[src/rtl/timer_pkg.sv]
// Shared definitions for the stopwatch timer operation log: op codes,
// log geometry and the reader FSM state encoding.
package timer_pkg;

  // Operation codes written into the log by the time-manager.
  localparam logic [2:0] OP_IDLE  = 3'b000;
  localparam logic [2:0] OP_START = 3'b001;
  localparam logic [2:0] OP_STOP  = 3'b010;
  localparam logic [2:0] OP_RESET = 3'b100;

  // Log geometry shared with the writer.
  localparam int LOG_DEPTH = 10;
  localparam int LOG_AW    = 10;
  localparam int OP_W      = 3;
  // Width of a slot index / entry count (holds 0..LOG_DEPTH).
  localparam int IDX_W     = 4;

  // Reader FSM states.
  typedef enum logic [1:0] {
    RD_IDLE    = 2'd0,
    RD_READ    = 2'd1,
    RD_WAIT    = 2'd2,
    RD_PRESENT = 2'd3
  } rd_state_e;

endpackage

[src/rtl/op_log_if.sv]
// Bus between the log reader, the log memory read port and the downstream
// formatter.
//
// Handshake: the output stream is strict valid/ready. An entry transfers on
// a rising clk edge where out_valid and out_ready are both 1. Once out_valid
// is raised, out_valid, out_op and out_last stay stable until that transfer.
// out_ready may change freely and never depends combinationally on out_valid.
// The memory read port has no handshake: mem_rdata is valid exactly one cycle
// after a cycle with mem_re=1.
interface op_log_if #(
  parameter int AW  = timer_pkg::LOG_AW,
  parameter int OPW = timer_pkg::OP_W
);
  logic           mem_re;
  logic [AW-1:0]  mem_addr;
  logic [OPW-1:0] mem_rdata;
  logic           out_valid;
  logic           out_ready;
  logic [OPW-1:0] out_op;
  logic           out_last;

  // Reader side.
  modport master (
    output mem_re, mem_addr, out_valid, out_op, out_last,
    input  mem_rdata, out_ready
  );

  // Memory / downstream side.
  modport slave (
    input  mem_re, mem_addr, out_valid, out_op, out_last,
    output mem_rdata, out_ready
  );
endinterface

[src/rtl/mod_depth_ptr.sv]
// Modulo-DEPTH pointer arithmetic: res = (a + inc - b) mod DEPTH.
// With b=0, inc=1 it is the wrapping increment; with inc=0 it is a
// subtract-with-wrap. a is in 0..DEPTH-1, b in 0..DEPTH; the sum is formed
// first so no intermediate goes negative.
module mod_depth_ptr #(
  parameter int DEPTH = 10,
  parameter int IW    = 4
) (
  input  logic [IW-1:0] a,
  input  logic [IW-1:0] b,
  input  logic          inc,
  output logic [IW-1:0] res
);
  localparam logic [IW:0] DEPTH_W = (IW+1)'(DEPTH);

  logic [IW:0] sum;
  logic [IW:0] diff;

  // Add the increment, subtract with wrap, then fold a result of DEPTH to 0.
  always_comb begin
    sum  = {1'b0, a} + {{IW{1'b0}}, inc};
    diff = '0;
    if (sum >= {1'b0, b}) begin
      diff = sum - {1'b0, b};
    end else begin
      diff = sum + DEPTH_W - {1'b0, b};
    end
    if (diff >= DEPTH_W) begin
      diff = diff - DEPTH_W;
    end
    res = diff[IW-1:0];
  end
endmodule

[src/rtl/op_log_reader.sv]
// Read side of the circular operation log. Tracks the writer to know where
// the newest entry is and how many are valid, and on rd_req streams a
// snapshot of the log oldest-to-newest over a valid/ready interface.
module op_log_reader
  import timer_pkg::*;
#(
  parameter int DEPTH = LOG_DEPTH,
  parameter int AW    = LOG_AW,
  parameter int OPW   = OP_W
) (
  input  logic          clk,
  input  logic          rst_b,
  input  logic          wr_we,
  input  logic [AW-1:0] wr_addr,
  input  logic          rd_req,
  input  logic          clr,
  op_log_if.master      bus,
  output logic          busy,
  output logic          overrun,
  output logic [3:0]    count,
  output rd_state_e     state_dbg
);
  localparam int IW = IDX_W;
  localparam logic [IW-1:0] DEPTH_I = IW'(DEPTH);
  localparam logic [AW-1:0] DEPTH_A = AW'(DEPTH);

  rd_state_e      state_q, state_d;
  logic [IW-1:0]  last_slot_q, last_slot_d;
  logic [IW-1:0]  count_q, count_d;
  logic [IW-1:0]  ptr_q, ptr_d;
  logic [IW-1:0]  remaining_q, remaining_d;
  logic           clr_pend_q, clr_pend_d;
  logic           mem_re_q, mem_re_d;
  logic [AW-1:0]  mem_addr_q, mem_addr_d;
  logic           out_valid_q, out_valid_d;
  logic [OPW-1:0] out_op_q, out_op_d;
  logic           out_last_q, out_last_d;
  logic           busy_q, busy_d;
  logic           overrun_q, overrun_d;

  logic [IW-1:0]  wr_slot;
  logic           wr_in_range;
  logic [IW-1:0]  oldest_ptr;
  logic [IW-1:0]  ptr_next;
  logic [IW-1:0]  wr_dist;
  logic           dump_done;
  logic           clr_now;

  assign wr_slot     = wr_addr[IW-1:0];
  assign wr_in_range = (wr_addr < DEPTH_A);

  // Oldest valid slot: last_slot + 1 - count.
  mod_depth_ptr #(.DEPTH(DEPTH), .IW(IW)) u_oldest (
    .a   (last_slot_q),
    .b   (count_q),
    .inc (1'b1),
    .res (oldest_ptr)
  );

  // Read pointer advance after each handshake.
  mod_depth_ptr #(.DEPTH(DEPTH), .IW(IW)) u_advance (
    .a   (ptr_q),
    .b   ({IW{1'b0}}),
    .inc (1'b1),
    .res (ptr_next)
  );

  // Distance of the slot being written ahead of the read pointer; slots with
  // distance below 'remaining' are still owed to the downstream.
  mod_depth_ptr #(.DEPTH(DEPTH), .IW(IW)) u_wr_dist (
    .a   (wr_slot),
    .b   (ptr_q),
    .inc (1'b0),
    .res (wr_dist)
  );

  assign dump_done = (state_q == RD_PRESENT) && bus.out_ready && (remaining_q == 1);

  // Next-state logic: log tracking, deferred clear, overrun and the dump FSM.
  always_comb begin
    state_d     = state_q;
    last_slot_d = last_slot_q;
    count_d     = count_q;
    ptr_d       = ptr_q;
    remaining_d = remaining_q;
    clr_pend_d  = clr_pend_q;
    mem_re_d    = mem_re_q;
    mem_addr_d  = mem_addr_q;
    out_valid_d = out_valid_q;
    out_op_d    = out_op_q;
    out_last_d  = out_last_q;
    busy_d      = busy_q;
    overrun_d   = overrun_q;

    // Follow the writer regardless of the dump.
    if (wr_we) begin
      last_slot_d = wr_slot;
      if (count_q < DEPTH_I) begin
        count_d = count_q + 1'b1;
      end
    end

    // A clear during a dump is remembered and applied as the dump ends, so
    // the snapshot being streamed stays consistent with count.
    if (clr && busy_q) begin
      clr_pend_d = 1'b1;
    end
    if (dump_done) begin
      clr_pend_d = 1'b0;
    end
    clr_now = (clr && !busy_q) || (dump_done && (clr_pend_q || clr));
    if (clr_now) begin
      count_d = wr_we ? {{(IW-1){1'b0}}, 1'b1} : '0;
    end

    // Flag writes that land on a slot not yet handed downstream. In PRESENT
    // the current slot is already captured, so only later slots count.
    if (busy_q && wr_we && wr_in_range) begin
      if (state_q == RD_PRESENT) begin
        if ((wr_dist != '0) && (wr_dist < remaining_q)) begin
          overrun_d = 1'b1;
        end
      end else if (wr_dist < remaining_q) begin
        overrun_d = 1'b1;
      end
    end

    case (state_q)
      RD_IDLE: begin
        if (rd_req && (count_q != '0)) begin
          state_d     = RD_READ;
          ptr_d       = oldest_ptr;
          remaining_d = count_q;
          overrun_d   = 1'b0;
          mem_re_d    = 1'b1;
          mem_addr_d  = {{(AW-IW){1'b0}}, oldest_ptr};
          busy_d      = 1'b1;
        end
      end
      RD_READ: begin
        mem_re_d = 1'b0;
        state_d  = RD_WAIT;
      end
      RD_WAIT: begin
        out_op_d    = bus.mem_rdata;
        out_last_d  = (remaining_q == 1);
        out_valid_d = 1'b1;
        state_d     = RD_PRESENT;
      end
      RD_PRESENT: begin
        if (bus.out_ready) begin
          out_valid_d = 1'b0;
          out_last_d  = 1'b0;
          remaining_d = remaining_q - 1'b1;
          ptr_d       = ptr_next;
          if (remaining_q == 1) begin
            state_d = RD_IDLE;
            busy_d  = 1'b0;
          end else begin
            state_d    = RD_READ;
            mem_re_d   = 1'b1;
            mem_addr_d = {{(AW-IW){1'b0}}, ptr_next};
          end
        end
      end
      default: begin
        state_d = RD_IDLE;
      end
    endcase
  end

  // State and registered outputs, with synchronous active-low reset.
  always_ff @(posedge clk) begin
    if (!rst_b) begin
      state_q     <= RD_IDLE;
      last_slot_q <= DEPTH_I - 1'b1;
      count_q     <= '0;
      ptr_q       <= '0;
      remaining_q <= '0;
      clr_pend_q  <= 1'b0;
      mem_re_q    <= 1'b0;
      mem_addr_q  <= '0;
      out_valid_q <= 1'b0;
      out_op_q    <= '0;
      out_last_q  <= 1'b0;
      busy_q      <= 1'b0;
      overrun_q   <= 1'b0;
    end else begin
      state_q     <= state_d;
      last_slot_q <= last_slot_d;
      count_q     <= count_d;
      ptr_q       <= ptr_d;
      remaining_q <= remaining_d;
      clr_pend_q  <= clr_pend_d;
      mem_re_q    <= mem_re_d;
      mem_addr_q  <= mem_addr_d;
      out_valid_q <= out_valid_d;
      out_op_q    <= out_op_d;
      out_last_q  <= out_last_d;
      busy_q      <= busy_d;
      overrun_q   <= overrun_d;
    end
  end

  assign bus.mem_re    = mem_re_q;
  assign bus.mem_addr  = mem_addr_q;
  assign bus.out_valid = out_valid_q;
  assign bus.out_op    = out_op_q;
  assign bus.out_last  = out_last_q;
  assign busy          = busy_q;
  assign overrun       = overrun_q;
  assign count         = count_q;
  assign state_dbg     = state_q;

endmodule
[src/flat_wrapper.sv]
// flat-port wrapper written by rule: the top's interface ports become plain ports
module op_log_reader_flat import timer_pkg::*;
#(
  parameter int DEPTH = LOG_DEPTH,
  parameter int AW    = LOG_AW,
  parameter int OPW   = OP_W
)
  (clk, rst_b, wr_we, wr_addr, rd_req, clr, busy, overrun, count, state_dbg, bus_mem_re, bus_mem_addr, bus_out_valid, bus_out_op, bus_out_last, bus_mem_rdata, bus_out_ready);
  op_log_if #(.AW(AW), .OPW(OPW)) bus_i ();
  input  logic clk;
  input  logic rst_b;
  input  logic wr_we;
  input  logic [AW-1:0] wr_addr;
  input  logic rd_req;
  input  logic clr;
  output logic busy;
  output logic overrun;
  output logic [3:0] count;
  output rd_state_e state_dbg;
  output wire logic [$bits(bus_i.mem_re)-1:0] bus_mem_re;
  output wire logic [$bits(bus_i.mem_addr)-1:0] bus_mem_addr;
  output wire logic [$bits(bus_i.out_valid)-1:0] bus_out_valid;
  output wire logic [$bits(bus_i.out_op)-1:0] bus_out_op;
  output wire logic [$bits(bus_i.out_last)-1:0] bus_out_last;
  input wire logic [$bits(bus_i.mem_rdata)-1:0] bus_mem_rdata;
  input wire logic [$bits(bus_i.out_ready)-1:0] bus_out_ready;
  assign bus_mem_re = bus_i.mem_re;
  assign bus_mem_addr = bus_i.mem_addr;
  assign bus_out_valid = bus_i.out_valid;
  assign bus_out_op = bus_i.out_op;
  assign bus_out_last = bus_i.out_last;
  assign bus_i.mem_rdata = bus_mem_rdata;
  assign bus_i.out_ready = bus_out_ready;
  op_log_reader #(.DEPTH(DEPTH), .AW(AW), .OPW(OPW)) u_core (.clk(clk), .rst_b(rst_b), .wr_we(wr_we), .wr_addr(wr_addr), .rd_req(rd_req), .clr(clr), .bus(bus_i), .busy(busy), .overrun(overrun), .count(count), .state_dbg(state_dbg));
endmodule
[config.mk]
export PLATFORM = sky130hd
export DESIGN_NAME = op_log_reader_flat
export DESIGN_NICKNAME = d
export VERILOG_FILES = /design/src/rtl/timer_pkg.sv /design/src/rtl/op_log_if.sv /design/src/rtl/mod_depth_ptr.sv /design/src/rtl/op_log_reader.sv /design/src/flat_wrapper.sv
export SDC_FILE = /design/constraint.sdc
export NUM_CORES = 1
export LEC_CHECK = 0
export ABC_AREA = 1
export CORE_MARGIN = 1.5
export CORE_UTILIZATION = 55
export DETAILED_ROUTE_END_ITERATION = 7
export GPL_TIMING_DRIVEN = 0
export HOLD_SLACK_MARGIN = 0.1
export PLACE_DENSITY_LB_ADDON = 0.05
export SLEW_MARGIN = 25
export SYNTH_ARGS = -nofsm -noshare
export SYNTH_HDL_FRONTEND = slang
export SYNTH_SLANG_ARGS = --single-unit
export TNS_END_PERCENT = 30
[constraint.sdc]
create_clock -name clk -period 6.65 [get_ports clk]
set_input_delay 1.995 -clock clk [delete_from_list [all_inputs] [get_ports clk]]
set_output_delay 1.995 -clock clk [all_outputs]
set_load 0.005 [all_outputs]
==> results of run 1 <==
## metal layers
metal | track usage [%] | share of wire (%) | vias up
met5 | 0 | 0 | -
met4 | 7.202 | 1.2 | 0
met3 | 2.881 | 3.1 | 6
met2 | 40.94 | 47 | 40
met1 | 31.84 | 49 | 1140
li1 | - | - | 1354
## synthesized netlist by cell type, types with 2 or more instances
library cell	count
sky130_fd_sc_hd__ha_1	36
sky130_fd_sc_hd__nand2_1	73
sky130_fd_sc_hd__o21ai_0	24
sky130_fd_sc_hd__o22ai_1	2
sky130_fd_sc_hd__o21a_1	2
sky130_fd_sc_hd__o21ai_1	2
sky130_fd_sc_hd__fa_1	5
sky130_fd_sc_hd__nor2_1	29
sky130_fd_sc_hd__nand4_1	7
sky130_fd_sc_hd__buf_4	6
sky130_fd_sc_hd__nand3b_1	3
sky130_fd_sc_hd__nand3_2	2
sky130_fd_sc_hd__a21oi_1	24
sky130_fd_sc_hd__xnor2_1	3
sky130_fd_sc_hd__nor3_1	2
sky130_fd_sc_hd__nand2_2	6
sky130_fd_sc_hd__dfxtp_1	31
sky130_fd_sc_hd__nand3_1	27
sky130_fd_sc_hd__xor2_1	9
sky130_fd_sc_hd__inv_1	67
sky130_fd_sc_hd__o211ai_1	4
sky130_fd_sc_hd__a211oi_1	2
sky130_fd_sc_hd__nor2_4	2
sky130_fd_sc_hd__nor2_2	3
sky130_fd_sc_hd__clkbuf_1	4
sky130_fd_sc_hd__a31oi_1	2
## critical path, stage by stage
cell	delay, ps
sky130_fd_sc_hd__clkdlybuf4s50_1	520
sky130_fd_sc_hd__inv_1	110
sky130_fd_sc_hd__ha_1	330
sky130_fd_sc_hd__inv_1	50
sky130_fd_sc_hd__ha_1	200
sky130_fd_sc_hd__ha_1	280
sky130_fd_sc_hd__nand3_1	70
sky130_fd_sc_hd__nand2_1	100
sky130_fd_sc_hd__inv_1	60
sky130_fd_sc_hd__ha_1	190
sky130_fd_sc_hd__nand3b_1	260
sky130_fd_sc_hd__nand3_2	150
sky130_fd_sc_hd__nand2_1	60
sky130_fd_sc_hd__nand2_1	80
sky130_fd_sc_hd__inv_1	50
sky130_fd_sc_hd__ha_1	160
sky130_fd_sc_hd__nor2_1	90
sky130_fd_sc_hd__nand3_1	70
sky130_fd_sc_hd__nor4_1	200
sky130_fd_sc_hd__nand3_1	100
sky130_fd_sc_hd__o21bai_1	180
sky130_fd_sc_hd__a21oi_1	110
## state kept, by name, summed over array words and instances (netlist names)
signal and cells:
u_core.bus.mem_addr 4, u_core.bus.mem_re 1, u_core.bus.out_last 1, u_core.bus.out_op 3, u_core.bus.out_valid 1, u_core.busy 1, u_core.clr_pend_q 1, u_core.count 4
u_core.last_slot_q 4, u_core.overrun 1, u_core.ptr_q 4, u_core.remaining_q 4, u_core.state_dbg 2
## through the flow
stage | power (mW) | cell area (um2) | hold slack, ps | worst slack, ps | cells
detailed placement | 0.9527 | 3182 | 441.7 | 1145 | 498
floorplan | 0.7711 | 2748 | 441.8 | 2032 | 396
finish | 1.145 | 3299 | 448.1 | 1446 | 506
global route | 1.267 | 3299 | 482.9 | 1128 | 506
CTS | 1.150 | 3299 | 451.3 | 1429 | 506
global placement | 0.9285 | 3182 | 436.0 | 1218 | 498
## power groups by stage
stage | logic [mW] | registers (mW) | clock network, mW
floorplan | 0.504 | 0.267 | 0
global placement | 0.657 | 0.271 | 0
detailed placement | 0.680 | 0.272 | 0
CTS | 0.684 | 0.269 | 0.197
global route | 0.790 | 0.275 | 0.203
finish | 0.682 | 0.269 | 0.194
## worst max-delay path by stage
stage | slack [ps] | end | cells past startpoint
2_1_floorplan | 2030 | u_core.overrun$_SDFF_PN0_ | 19
3_3_place_gp | 1220 | u_core.overrun$_SDFF_PN0_ | 22
3_5_place_dp | 1150 | u_core.overrun$_SDFF_PN0_ | 22
4_1_cts | 1430 | u_core.overrun$_SDFF_PN0_ | 22
5_1_grt | 1130 | u_core.overrun$_SDFF_PN0_ | 22
6_report | 1450 | u_core.overrun$_SDFF_PN0_ | 22
## layout by cell type (no fill, tap or decap), drive strengths merged
cell type / count
nor3: 2
o221a: 1
o21bai: 1
o21a: 2
o31ai: 1
bufinv: 1
o22ai: 3
o21ai: 26
nand3: 29
or3: 1
xnor2: 3
a31oi: 3
xor2: 9
nand2: 80
inv: 68
fa: 5
clkbuf: 10
buf: 6
nor4: 1
nor2: 34
a211oi: 2
clkdlybuf4s50: 35
nand4: 7
ha: 36
o211ai: 4
dfxtp: 31
a311oi: 1
a21oi: 25
nand3b: 3
a221oi: 1
conb: 6
clkinv: 2
## cell type report
class | instances | area [um2]
Multi-Input combinational cell | 286 | 1808
Fill cell | 443 | 1455
Sequential cell | 31 | 620.6
Timing Repair Buffer | 35 | 350.3
Inverter | 69 | 259.0
Tap cell | 67 | 83.83
Clock buffer | 6 | 82.58
Buffer | 10 | 60.06
Clock inverter | 2 | 35.03
## kinds of logic (layout without fill, tap and decap cells)
| logic type | after synthesis | after routing | synth area share, % |
|---|---|---|---|
| AOI/OAI and AO/OA | 70 | 70 | 15.13 |
| xor gates and xnor gates | 12 | 12 | 3.852 |
| adders and majority gates | 41 | 41 | 20.17 |
| buffers and inverters | 79 | 122 | 11.69 |
| DFF | 31 | 31 | 22.74 |
| other | 1 | 6 | 0.1374 |
| and+or+nand+nor | 157 | 157 | 26.27 |
==> metrics.md, run 1 <==
| Metric | Value |
|---|---|
| Number of sinks driven by the clock tree | `31` |
| Top cell type by total area after synthesis | `sky130_fd_sc_hd__dfxtp_1` |
| Die extent in y | `73.44 um` |
| Total detailed-routing wirelength | `6.042 mm` |
| CTS Root Buffer Type | `sky130_fd_sc_hd__clkbuf_8` |
| CP Launch Type | `primary input` |
| Number of levels the H-tree was split into | `2` |
| Final hold violations | `0` |
| Core region area | `4755 um2` |
| End of the worst register-to-register path | `u_core.overrun$_SDFF_PN0_` |
| Die extent in x | `73.44 um` |
| Router iterations before antenna repair | `4` |
| Clock power frac | `17.0%` |
| Type of the setup path with the least slack | `primary input to register` |
| RSZ-0062 raised after global routing | `no` |
| Detail-routed net length per standard cell | `11.94 um` |
| CTS hold repair buffers | `0` |
| Post-synthesis sequential element count | `31` |
| Hold Path Stages | `2` |
| R2R Setup Slk | `3220 ps` |
| Critical path capture point type | `register` |
| Critical Path AT | `5420 ps` |
| Number of buffers between clock root and the deepest sink | `2` |
| Gr usage total | `24.07%` |
| Routability congestion estimate | `0.8777` |
| Switching power as a share of total power | `44.51%` |
| Global-route wire length before repair | `10.15 mm` |
| Hold path startpoint | `u_core.overrun$_SDFF_PN0_` |
| DRC violations left | `0` |
| Area share of the leading cell type in the synthesized netlist | `22.74%` |
| YS warnings | `0` |
| Timing startpoint of the critical path | `wr_addr[1]` |
| Logic depth of the worst register-to-register path | `22` |
| Post-cts gate resize count | `0` |
| LEAKAGE | `1.572 nW` |
| Start of the worst register-to-register path | `u_core.ptr_q[2]$_SDFFE_PN0P_` |
| Post-route fraction of the period consumed by the critical path | `78.26%` |
| Antenna violations before repair | `0` |
| Max Fclk | `0.1921 GHz` |
| Peak VDD IR | `0.0001952 V` |
| Unique masters post-synth | `40` |
| Number of flops mapped to enable cells by yosys | `0` |
| Psw | `0.5096 mW` |
| Post-DP HPWL | `4.943 mm` |
| Total overflow reported by the global router | `0` |
| Overall die area | `5393 um2` |
| Most used DFF post-synth | `sky130_fd_sc_hd__dfxtp_1` |
| Maximum fanout count along the critical path | `5` |
| Setup-violating endpoint count in the final report | `0` |
| Final ANT Viol Nets | `0` |
| Fraction of power consumed by combinational cells | `59.6%` |
| Worst clock skew on the final layout | `5.009 ps` |
| Share of post-route cells with drive strength above 1 | `7.517%` |
| Synthesis-to-layout area growth | `20.91%` |
| Synthesized cell area | `2729 um2` |
| Post-CTS setup buffer count | `0` |
| Net count, final | `498` |
| Min Clock Period, post-route | `5204 ps` |
| Number of design-rule violations left by the first detailed-router iteration | `112` |
| Count of boundary I/O pins | `43` |
| Total number of placement rows | `25` |
| Clock tree from TritonCTS | `built` |
| Post-detailed-route via-to-cell ratio | `5.020` |
| Max Slew Vio Count | `0` |
| Internal Dissipation | `0.6354 mW` |
| Number of port buffers | `35` |
| Register area share after synthesis | `22.74%` |
| Count of max-cap constraint violations | `0` |
| Mapped Cells | `391` |
| Asr flop ratio synth | `0%` |
| Number of CTS-inserted buffers | `5` |
| Mean area per synthesized cell | `6.979 um2` |
| Type of the tightest min-delay check | `register to register` |
| Flop pwr share | `23.5%` |
| Post-layout utilization of the core | `69.39%` |
| Via count of the first global-routing pass | `2260` |
| CTS clk-pin slew, worst paths | `60 ps` |
| Hold EP | `u_core.overrun$_SDFF_PN0_` |
| Clock Latency Late Sink | `290 ps` |
| Status | `finished clean` |
| Total via count in the routed design | `2540` |
| Leading post-synthesis cells by cell area | `sky130_fd_sc_hd__dfxtp_1, sky130_fd_sc_hd__ha_1, sky130_fd_sc_hd__nand2_1, sky130_fd_sc_hd__inv_1, sky130_fd_sc_hd__nand3_1` |
| Maximum number of pins on one net before global-route repair | `11` |
| Effective utilization at floorplan | `57.39%` |
| Setup TNS | `0 ps` |
| Final antenna diode count | `0` |
| Required @ worst endpoint | `6870 ps` |
| PwrDens | `347.0 nW/um2` |
Note: power is estimated with default switching activity, not from simulation.
==> run 2: changes to the inputs <==
- clock period: 6.65 -> 5.15 ns (I/O delays scaled with it)
==> results of run 2 <==
Same layout as run 1 (identical final DEF). Status: finished clean.
Among the figures that moved: setup slack after placement 1145 ps -> 95.20 ps; setup slack after layout 1446 ps -> 395.6 ps; register-to-register setup slack 3220 ps -> 1720 ps; total power 1.145 mW -> 1.479 mW; worst IR drop on VDD 0.0001952 V -> 0.0002521 V
